$ cat src/rtl/framebuffer_stream_reader.sv
// -----------------------------------------------------------------------------
// framebuffer_stream_reader
//
// Purpose:
//   Fetch stage in front of the VGA scan-out block. Reads a linear 16-bpp frame
//   from memory as 32-bit words over a request/response read port. Streams it
//   out as AXI-Stream RGB565 pixels, one pixel per beat, low half of each word
//   first. Each rising edge of i_fsync restarts the frame from i_Frame_Base. If
//   the edge arrives mid-frame, the in-flight reads are drained and discarded.
//
// Ports:
//   i_Clock, i_Reset         clock; asynchronous active-high reset
//   i_Frame_Base             frame byte base address, captured on the fsync edge
//   i_fsync                  frame sync level from scan-out
//   o_Rd_Addr/o_Rd_Valid     read request (address held while not accepted)
//   i_Rd_Ready               request accepted on o_Rd_Valid && i_Rd_Ready
//   i_Rd_Data/_Valid         in-order read responses, no backpressure
//   m_axis_tdata/tvalid/     pixel stream; tlast marks the last pixel of a line
//   tready/tlast
//   o_Busy                   high whenever the FSM is not idle
//   o_Starve_Count           (STARVE_STATS_EN only) saturating count of cycles
//                            the sink was ready but no pixel was available
//
// Build option:
//   STARVE_STATS_EN          adds the starvation counter and o_Starve_Count.
//
// state   | meaning
// --------+-----------------------------------------------------------------
// S_IDLE  | waiting for an fsync edge
// S_FETCH | issuing reads and streaming pixels until the frame is sent
// S_DRAIN | mid-frame abort: discard responses until none are outstanding
// -----------------------------------------------------------------------------
module framebuffer_stream_reader #(
    parameter int H_PIXELS   = 640,
    parameter int V_LINES    = 480,
    parameter int ADDR_WIDTH = 32,
    parameter int FIFO_DEPTH = 16
) (
    input  logic                  i_Clock,
    input  logic                  i_Reset,
    input  logic [ADDR_WIDTH-1:0] i_Frame_Base,
    input  logic                  i_fsync,
    output logic [ADDR_WIDTH-1:0] o_Rd_Addr,
    output logic                  o_Rd_Valid,
    input  logic                  i_Rd_Ready,
    input  logic [31:0]           i_Rd_Data,
    input  logic                  i_Rd_Data_Valid,
    output logic [15:0]           m_axis_tdata,
    output logic                  m_axis_tvalid,
    input  logic                  m_axis_tready,
    output logic                  m_axis_tlast,
    output logic                  o_Busy
`ifdef STARVE_STATS_EN
    ,
    output logic [15:0]           o_Starve_Count
`endif
);

    localparam int WORDS = (H_PIXELS * V_LINES) / 2;
    localparam int WW    = $clog2(WORDS + 1);
    localparam int PTR_W = $clog2(FIFO_DEPTH);
    localparam int CW    = PTR_W + 1;
    localparam int SW    = CW + 1;
    localparam int PW    = (H_PIXELS > 1) ? $clog2(H_PIXELS) : 1;
    localparam int LW    = $clog2(V_LINES + 1);

    typedef enum logic [1:0] {
        S_IDLE  = 2'd0,
        S_FETCH = 2'd1,
        S_DRAIN = 2'd2
    } state_t;

    state_t                  state_q, state_d;
    logic                    fsync_prev_q, fsync_prev_d;
    logic [ADDR_WIDTH-1:0]   base_q, base_d;
    logic [WW-1:0]           word_idx_q, word_idx_d;
    logic [CW-1:0]           outstanding_q, outstanding_d;
    logic [CW-1:0]           fifo_count_q, fifo_count_d;
    logic [PTR_W-1:0]        wr_ptr_q, wr_ptr_d;
    logic [PTR_W-1:0]        rd_ptr_q, rd_ptr_d;
    logic                    half_q, half_d;
    logic [PW-1:0]           pix_cnt_q, pix_cnt_d;
    logic [LW-1:0]           line_cnt_q, line_cnt_d;
    logic [31:0]             fifo_mem_q [FIFO_DEPTH];
    logic [31:0]             fifo_mem_d [FIFO_DEPTH];

    logic                    fsync_edge;
    logic [SW-1:0]           credit_sum;
    logic                    has_credit;
    logic                    rd_valid;
    logic                    rd_fire;
    logic                    rsp_accept;
    logic                    tvalid;
    logic                    tlast;
    logic                    pix_hs;
    logic                    last_pix_hs;
    logic                    pixels_left;
    logic [31:0]             fifo_head;
    logic                    start_frame;
    logic                    flush;
    logic                    push;
    logic                    pop;

    assign fsync_edge  = i_fsync & ~fsync_prev_q;

    // Words already in the FIFO plus words still in flight must fit in the
    // FIFO, so a response can never arrive without a free slot.
    assign credit_sum  = {1'b0, fifo_count_q} + {1'b0, outstanding_q};
    assign has_credit  = credit_sum < SW'(FIFO_DEPTH);

    assign rd_valid    = (state_q == S_FETCH) && (word_idx_q != WW'(WORDS)) && has_credit;
    assign rd_fire     = rd_valid & i_Rd_Ready;

    // Responses beyond the outstanding count belong to requests issued before
    // a reset and are ignored.
    assign rsp_accept  = i_Rd_Data_Valid && (outstanding_q != '0);

    assign fifo_head   = fifo_mem_q[rd_ptr_q];
    assign tvalid      = (fifo_count_q != '0) && (state_q != S_DRAIN);
    assign tlast       = tvalid && (pix_cnt_q == PW'(H_PIXELS - 1));
    assign pix_hs      = tvalid & m_axis_tready;
    assign last_pix_hs = pix_hs && tlast && (line_cnt_q == LW'(V_LINES - 1));
    assign pixels_left = (line_cnt_q != LW'(V_LINES));

    assign o_Rd_Addr     = base_q + (ADDR_WIDTH'(word_idx_q) << 2);
    assign o_Rd_Valid    = rd_valid;
    assign m_axis_tdata  = half_q ? fifo_head[31:16] : fifo_head[15:0];
    assign m_axis_tvalid = tvalid;
    assign m_axis_tlast  = tlast;
    assign o_Busy        = (state_q != S_IDLE);

    always_comb begin
        state_d       = state_q;
        fsync_prev_d  = i_fsync;
        base_d        = base_q;
        word_idx_d    = word_idx_q;
        outstanding_d = outstanding_q;
        fifo_count_d  = fifo_count_q;
        wr_ptr_d      = wr_ptr_q;
        rd_ptr_d      = rd_ptr_q;
        half_d        = half_q;
        pix_cnt_d     = pix_cnt_q;
        line_cnt_d    = line_cnt_q;
        fifo_mem_d    = fifo_mem_q;
        start_frame   = 1'b0;
        flush         = 1'b0;
        push          = 1'b0;
        pop           = 1'b0;

        if (rd_fire && !rsp_accept) begin
            outstanding_d = outstanding_q + 1'b1;
        end else if (!rd_fire && rsp_accept) begin
            outstanding_d = outstanding_q - 1'b1;
        end
        if (rd_fire) begin
            word_idx_d = word_idx_q + 1'b1;
        end

        unique case (state_q)
            S_IDLE: begin
                if (fsync_edge) begin
                    start_frame = 1'b1;
                    state_d     = S_FETCH;
                end
            end
            S_FETCH: begin
                // An edge together with the final pixel is a clean frame
                // boundary, so the next frame starts without draining.
                if (fsync_edge) begin
                    start_frame = 1'b1;
                    state_d     = last_pix_hs ? S_FETCH : S_DRAIN;
                end else if (last_pix_hs) begin
                    state_d = S_IDLE;
                end
            end
            S_DRAIN: begin
                flush = 1'b1;
                if (fsync_edge) begin
                    base_d = i_Frame_Base;
                end
                if (outstanding_q == '0) begin
                    state_d = S_FETCH;
                end
            end
            default: begin
                state_d = S_IDLE;
            end
        endcase

        push = rsp_accept && (state_q == S_FETCH) && !start_frame;
        pop  = pix_hs && half_q;

        if (start_frame || flush) begin
            wr_ptr_d     = '0;
            rd_ptr_d     = '0;
            fifo_count_d = '0;
            half_d       = 1'b0;
        end else begin
            if (push) begin
                fifo_mem_d[wr_ptr_q] = i_Rd_Data;
                wr_ptr_d             = wr_ptr_q + 1'b1;
            end
            if (pop) begin
                rd_ptr_d = rd_ptr_q + 1'b1;
            end
            if (pix_hs) begin
                half_d = ~half_q;
            end
            if (push && !pop) begin
                fifo_count_d = fifo_count_q + 1'b1;
            end else if (!push && pop) begin
                fifo_count_d = fifo_count_q - 1'b1;
            end
        end

        if (start_frame) begin
            base_d     = i_Frame_Base;
            word_idx_d = '0;
            pix_cnt_d  = '0;
            line_cnt_d = '0;
        end else if (pix_hs) begin
            if (tlast) begin
                pix_cnt_d  = '0;
                line_cnt_d = line_cnt_q + 1'b1;
            end else begin
                pix_cnt_d = pix_cnt_q + 1'b1;
            end
        end
    end

    always_ff @(posedge i_Clock or posedge i_Reset) begin
        if (i_Reset) begin
            state_q       <= S_IDLE;
            fsync_prev_q  <= 1'b0;
            base_q        <= '0;
            word_idx_q    <= '0;
            outstanding_q <= '0;
            fifo_count_q  <= '0;
            wr_ptr_q      <= '0;
            rd_ptr_q      <= '0;
            half_q        <= 1'b0;
            pix_cnt_q     <= '0;
            line_cnt_q    <= '0;
            for (int i = 0; i < FIFO_DEPTH; i++) begin
                fifo_mem_q[i] <= '0;
            end
        end else begin
            state_q       <= state_d;
            fsync_prev_q  <= fsync_prev_d;
            base_q        <= base_d;
            word_idx_q    <= word_idx_d;
            outstanding_q <= outstanding_d;
            fifo_count_q  <= fifo_count_d;
            wr_ptr_q      <= wr_ptr_d;
            rd_ptr_q      <= rd_ptr_d;
            half_q        <= half_d;
            pix_cnt_q     <= pix_cnt_d;
            line_cnt_q    <= line_cnt_d;
            fifo_mem_q    <= fifo_mem_d;
        end
    end

`ifdef STARVE_STATS_EN
    logic [15:0] starve_q, starve_d;

    always_comb begin
        starve_d = starve_q;
        if ((state_q == S_FETCH) && m_axis_tready && !tvalid && pixels_left
            && (starve_q != 16'hFFFF)) begin
            starve_d = starve_q + 16'd1;
        end
    end

    always_ff @(posedge i_Clock or posedge i_Reset) begin
        if (i_Reset) begin
            starve_q <= '0;
        end else begin
            starve_q <= starve_d;
        end
    end

    assign o_Starve_Count = starve_q;
`else
    logic unused_pixels_left;
    assign unused_pixels_left = pixels_left;
`endif

    // The credit check makes a response into a full FIFO impossible.
    assert property (@(posedge i_Clock) disable iff (i_Reset)
        !(rsp_accept && (state_q == S_FETCH) && (fifo_count_q == CW'(FIFO_DEPTH))));

endmodule

$ cat config.mk
export PLATFORM = sky130hd
export DESIGN_NAME = framebuffer_stream_reader
export DESIGN_NICKNAME = d
export VERILOG_FILES = /design/src/rtl/framebuffer_stream_reader.sv
export SDC_FILE = /design/constraint.sdc
export NUM_CORES = 1
export LEC_CHECK = 0
export ABC_CLOCK_PERIOD_IN_PS = 24100
export BUFFER_PORTS_ARGS = -buffer_cell sky130_fd_sc_hd__buf_4
export CAP_MARGIN = 15
export CORE_AREA = 2 2 290 292
export CTS_BUF_LIST = sky130_fd_sc_hd__clkbuf_4
export DETAILED_ROUTE_END_ITERATION = 8
export DIE_AREA = 0 0 292 294
export HOLD_SLACK_MARGIN = 0.06
export PLACE_DENSITY = 0.51
export SLEW_MARGIN = 20
export SYNTH_ARGS = -nofsm -noshare
export SYNTH_HDL_FRONTEND = slang
export SYNTH_SLANG_ARGS = --single-unit
$ cat constraint.sdc
create_clock -name i_Clock -period 24.1 [get_ports i_Clock]
set_input_delay 2.41 -clock i_Clock [delete_from_list [all_inputs] [get_ports i_Clock]]
set_output_delay 2.41 -clock i_Clock [all_outputs]
set_load 0.05 [all_outputs]
==> impl_metrics.toml <==
[status]
status = "finished clean"

[clock_network]
clock_sinks = 603
cts_buffers = 169
cts_hold_buf = 0
cts.path.max_buffers = 3
clk_latency_ns = 1.07
htreeDepth = 4
root_buffer = "clkbuf_4"
postCtsSetupRepairBufs = 0
cts_tree = "built"
cts.reportedPaths.clkPinSlew_ns = 0.07
cts_resized = 0

[logic_synthesis]
synth_area_sq_um = 28700
synth.area.top_cells = "dfrtp_1, mux2_2, mux4_2, mux2i_1, o221ai_1"
synth_compound_area_share_pct = 5.11
syn_avg_cell_area_sq_um = 13.7
yosysUniqueCellTypes = 59
synthSimpleGateAreaFrac_pct = 4.61
syn-instance-count = 2100
synthXorXnorAreaFrac_pct = 1.99
yosysWarnings = 0
synth-async-reset-ratio_pct = 100
synth_top_family_by_area = "multiplexers"
yosysTopAreaCellShare_pct = 52.6
ys.flop_type = "dfrtp_1"
synth_edf_count = 0
ys_seq_area_share_pct = 52.6
synth_seq_cells = 603
synth_nets = 2211
yosys.area_share.adder_pct = 1.87
synth_area_leader_cell = "dfrtp_1"
synth_mux_area_share_pct = 31.1

[floorplanning]
dieArea_sq_um = 85800
core-area_sq_um = 82900
initial_core_util_pct = 34.6
num_rows = 106
die_w_um = 292
die_h_um = 294
ios = 122

[routing]
first_pass_iters = 5
drc = 0
routed_via_density = 5.24
ant_nets = 0
routedWlPerCell_um = 22.3
vias = 18200
drt_iter0_markers = 820
wirelength_mm = 77.5

[worst_hold_path]
min_path_cells = 1
holdPathEnd = "fifo_mem_q[166]$_DFFE_PP0P_"
worst_hold_startpoint = "fifo_mem_q[166]$_DFFE_PP0P_"
hp-class = "reg2reg"

[timing]
fin_crit_ns = 7.06
slew_viol_final = 0
tightest_slew_ns = 1.11
hold_viol_final = 0
setup_violations = 0
rsz0062_at_grt = "false"
skew_ns = 0.0602
min_period_over_period_pct = 29.3
tns_ns = 0
setup_slack_ns = 17.04
maxClockFrequency_ghz = 0.142
slew_headroom_pct = 26.0

[setup_path]
crit_buf_inv = 2
slowest_delay_ns = 0.98
slowest_stage = "dfrtp_4"
crit_chain = "buf_4 -> mux2i_1 -> o221ai_1 -> nand2_1 -> nand2_1 -> o221ai_1 -> o21ai_0 -> buf_4"
cp_top_family = "buffers and inverters"
crit_required_ns = 21.69
cp-startpoint = "rd_ptr_q[0]$_DFFE_PP0P_"
r2r_slack_ns = 20.38
regToRegStartpoint = "fifo_count_q[4]$_DFFE_PP0P_"
arrival_ns = 4.65
cp_max_fo = 51
critPathCaptureType = "output pin"
crit_type = "reg2out"
r2r_cells = 11
cp-start-kind = "flip-flop"
timing.rr.end = "outstanding_q[4]$_DFFE_PP0P_"

[placement]
dp_slack_ns = 18.12
port_buffers = 121
gp_congestion = 0.773
dpl.hpwl_mm = 43.6

[global_route]
first_global_vias = 19800
grt_pass1_wl_mm = 120
grtUsageTotal_pct = 18.5
grt_max_degree = 165
grt_overflow = 0
antenna_found_initial = 12

[final_layout]
layout_common_cells = "dfrtp_1, mux2_2, clkbuf_4, buf_4, mux2i_1"
area_growth_pct = 14.4
final_common_cell = "dfrtp_1"
layout.nets = 2379
layout-drive-gt1-share_pct = 44.9

[power]
p_per_area_nw_per_um2 = 89.9
vdd_drop_max_uv = 134
p_leak_nw = 15.5

[run]
cap_violations = 0
[worst reg2reg max path: cells and delay by family (launching register included)]
kind,cells,cell delay (ns)
and+or+nand+nor,3,1.39
adders and majority gates,3,1.04
DFF,1,0.42
AOI/OAI and AO/OA,2,0.35
xor gates and xnor gates,2,0.27
buffers and inverters,1,0.12
[registers in the layout (all words and copies together) (netlist names)]
name,flops
rd_ptr_q,4
base_q,32
fifo_mem_q,512
outstanding_q,5
state_q,2
word_idx_q,18
pix_cnt_q,10
half_q,1
line_cnt_q,9
fifo_count_q,5
wr_ptr_q,4
fsync_prev_q,1
[worst max path at each step]
| stage | end | slack (ns) | cells after the start |
|---|---|---|---|
| after floorplan | base_q[0]$_DFFE_PP0P_ | 4.81 | 1 |
| after global placement | m_axis_tdata[8] | 18.06 | 8 |
| after detailed placement | m_axis_tdata[9] | 18.12 | 8 |
| after CTS | m_axis_tdata[9] | 16.93 | 8 |
| after global routing | m_axis_tdata[9] | 16.70 | 8 |
| final | m_axis_tdata[4] | 17.04 | 8 |
[final cells by class]
| cell class | count | area (sq um) |
|---|---|---|
| fillers | 7814 | 50100 |
| flip-flops and latches | 603 | 15100 |
| multi-input cells | 1326 | 12900 |
| clock buffers | 247 | 1850 |
| well taps | 1080 | 1350 |
| repair buffers | 149 | 1150 |
| clock inverters | 46 | 308 |
| inverters | 19 | 78.8 |
| diodes | 7 | 17.5 |
[cell usage after synthesis, drive strengths merged (5+ instances only)]
master and n:
mux4 80, nand2 103, nor4 7, nand3 29
or3 6, nor2b 7, a21oi 47, o221ai 64
a21o 14, dfrtp 603, and3 5, clkbuf 74
buf 78, nand2b 7, ha 38, nand4 10
inv 19, o21ai 52, and2 7, nor3 12
mux2 544, xor2 36, mux2i 100, xnor2 29
nor2 64, nor3b 7, o22ai 17
[stage by stage]
step | instances | instance area, sq um | hold WS (ns) | util, % | power [mW]
6_report | 3477 | 32800 | 0.498 | 39.6 | 2.95
5_1_grt | 3474 | 32800 | 0.510 | 39.6 | 3.12
4_1_cts | 3469 | 32800 | 0.501 | 39.5 | 3.00
3_5_place_dp | 3176 | 30600 | 0.489 | 36.9 | 2.03
3_3_place_gp | 3176 | 30600 | 0.482 | 36.9 | 2.01
2_1_floorplan | 2100 | 28700 | 0.461 | - | 1.78
[cell families (layout without fill, tap and decap cells)]
| family | after synthesis | count (layout) |
|---|---|---|
| AND/OR/NAND/NOR | 278 | 278 |
| flip-flops | 603 | 603 |
| XOR/XNOR | 65 | 65 |
| AO/OA/AOI/OAI | 218 | 218 |
| other | 0 | 7 |
| adder cells (fa/ha/maj) | 41 | 41 |
| multiplexers | 724 | 724 |
| buffers and inverters | 171 | 461 |
[metal layers]
metal	vias up	wire length, um	global-route usage (%)
met4	10	1830	6.66
met3	135	3480	4.56
met2	359	37200	30.3
li1	8204	-	-
met1	9498	34900	23.7
met5	-	73	0
[where the power goes]
group          internal, mW  leakage, nW  switching [mW]
Combinational         0.320         6.04           0.460
Sequential             1.13         8.21          0.0882
Clock                 0.495         1.28           0.452
Total                  1.95         15.5            1.00
Power figures use the tool's default switching activity.
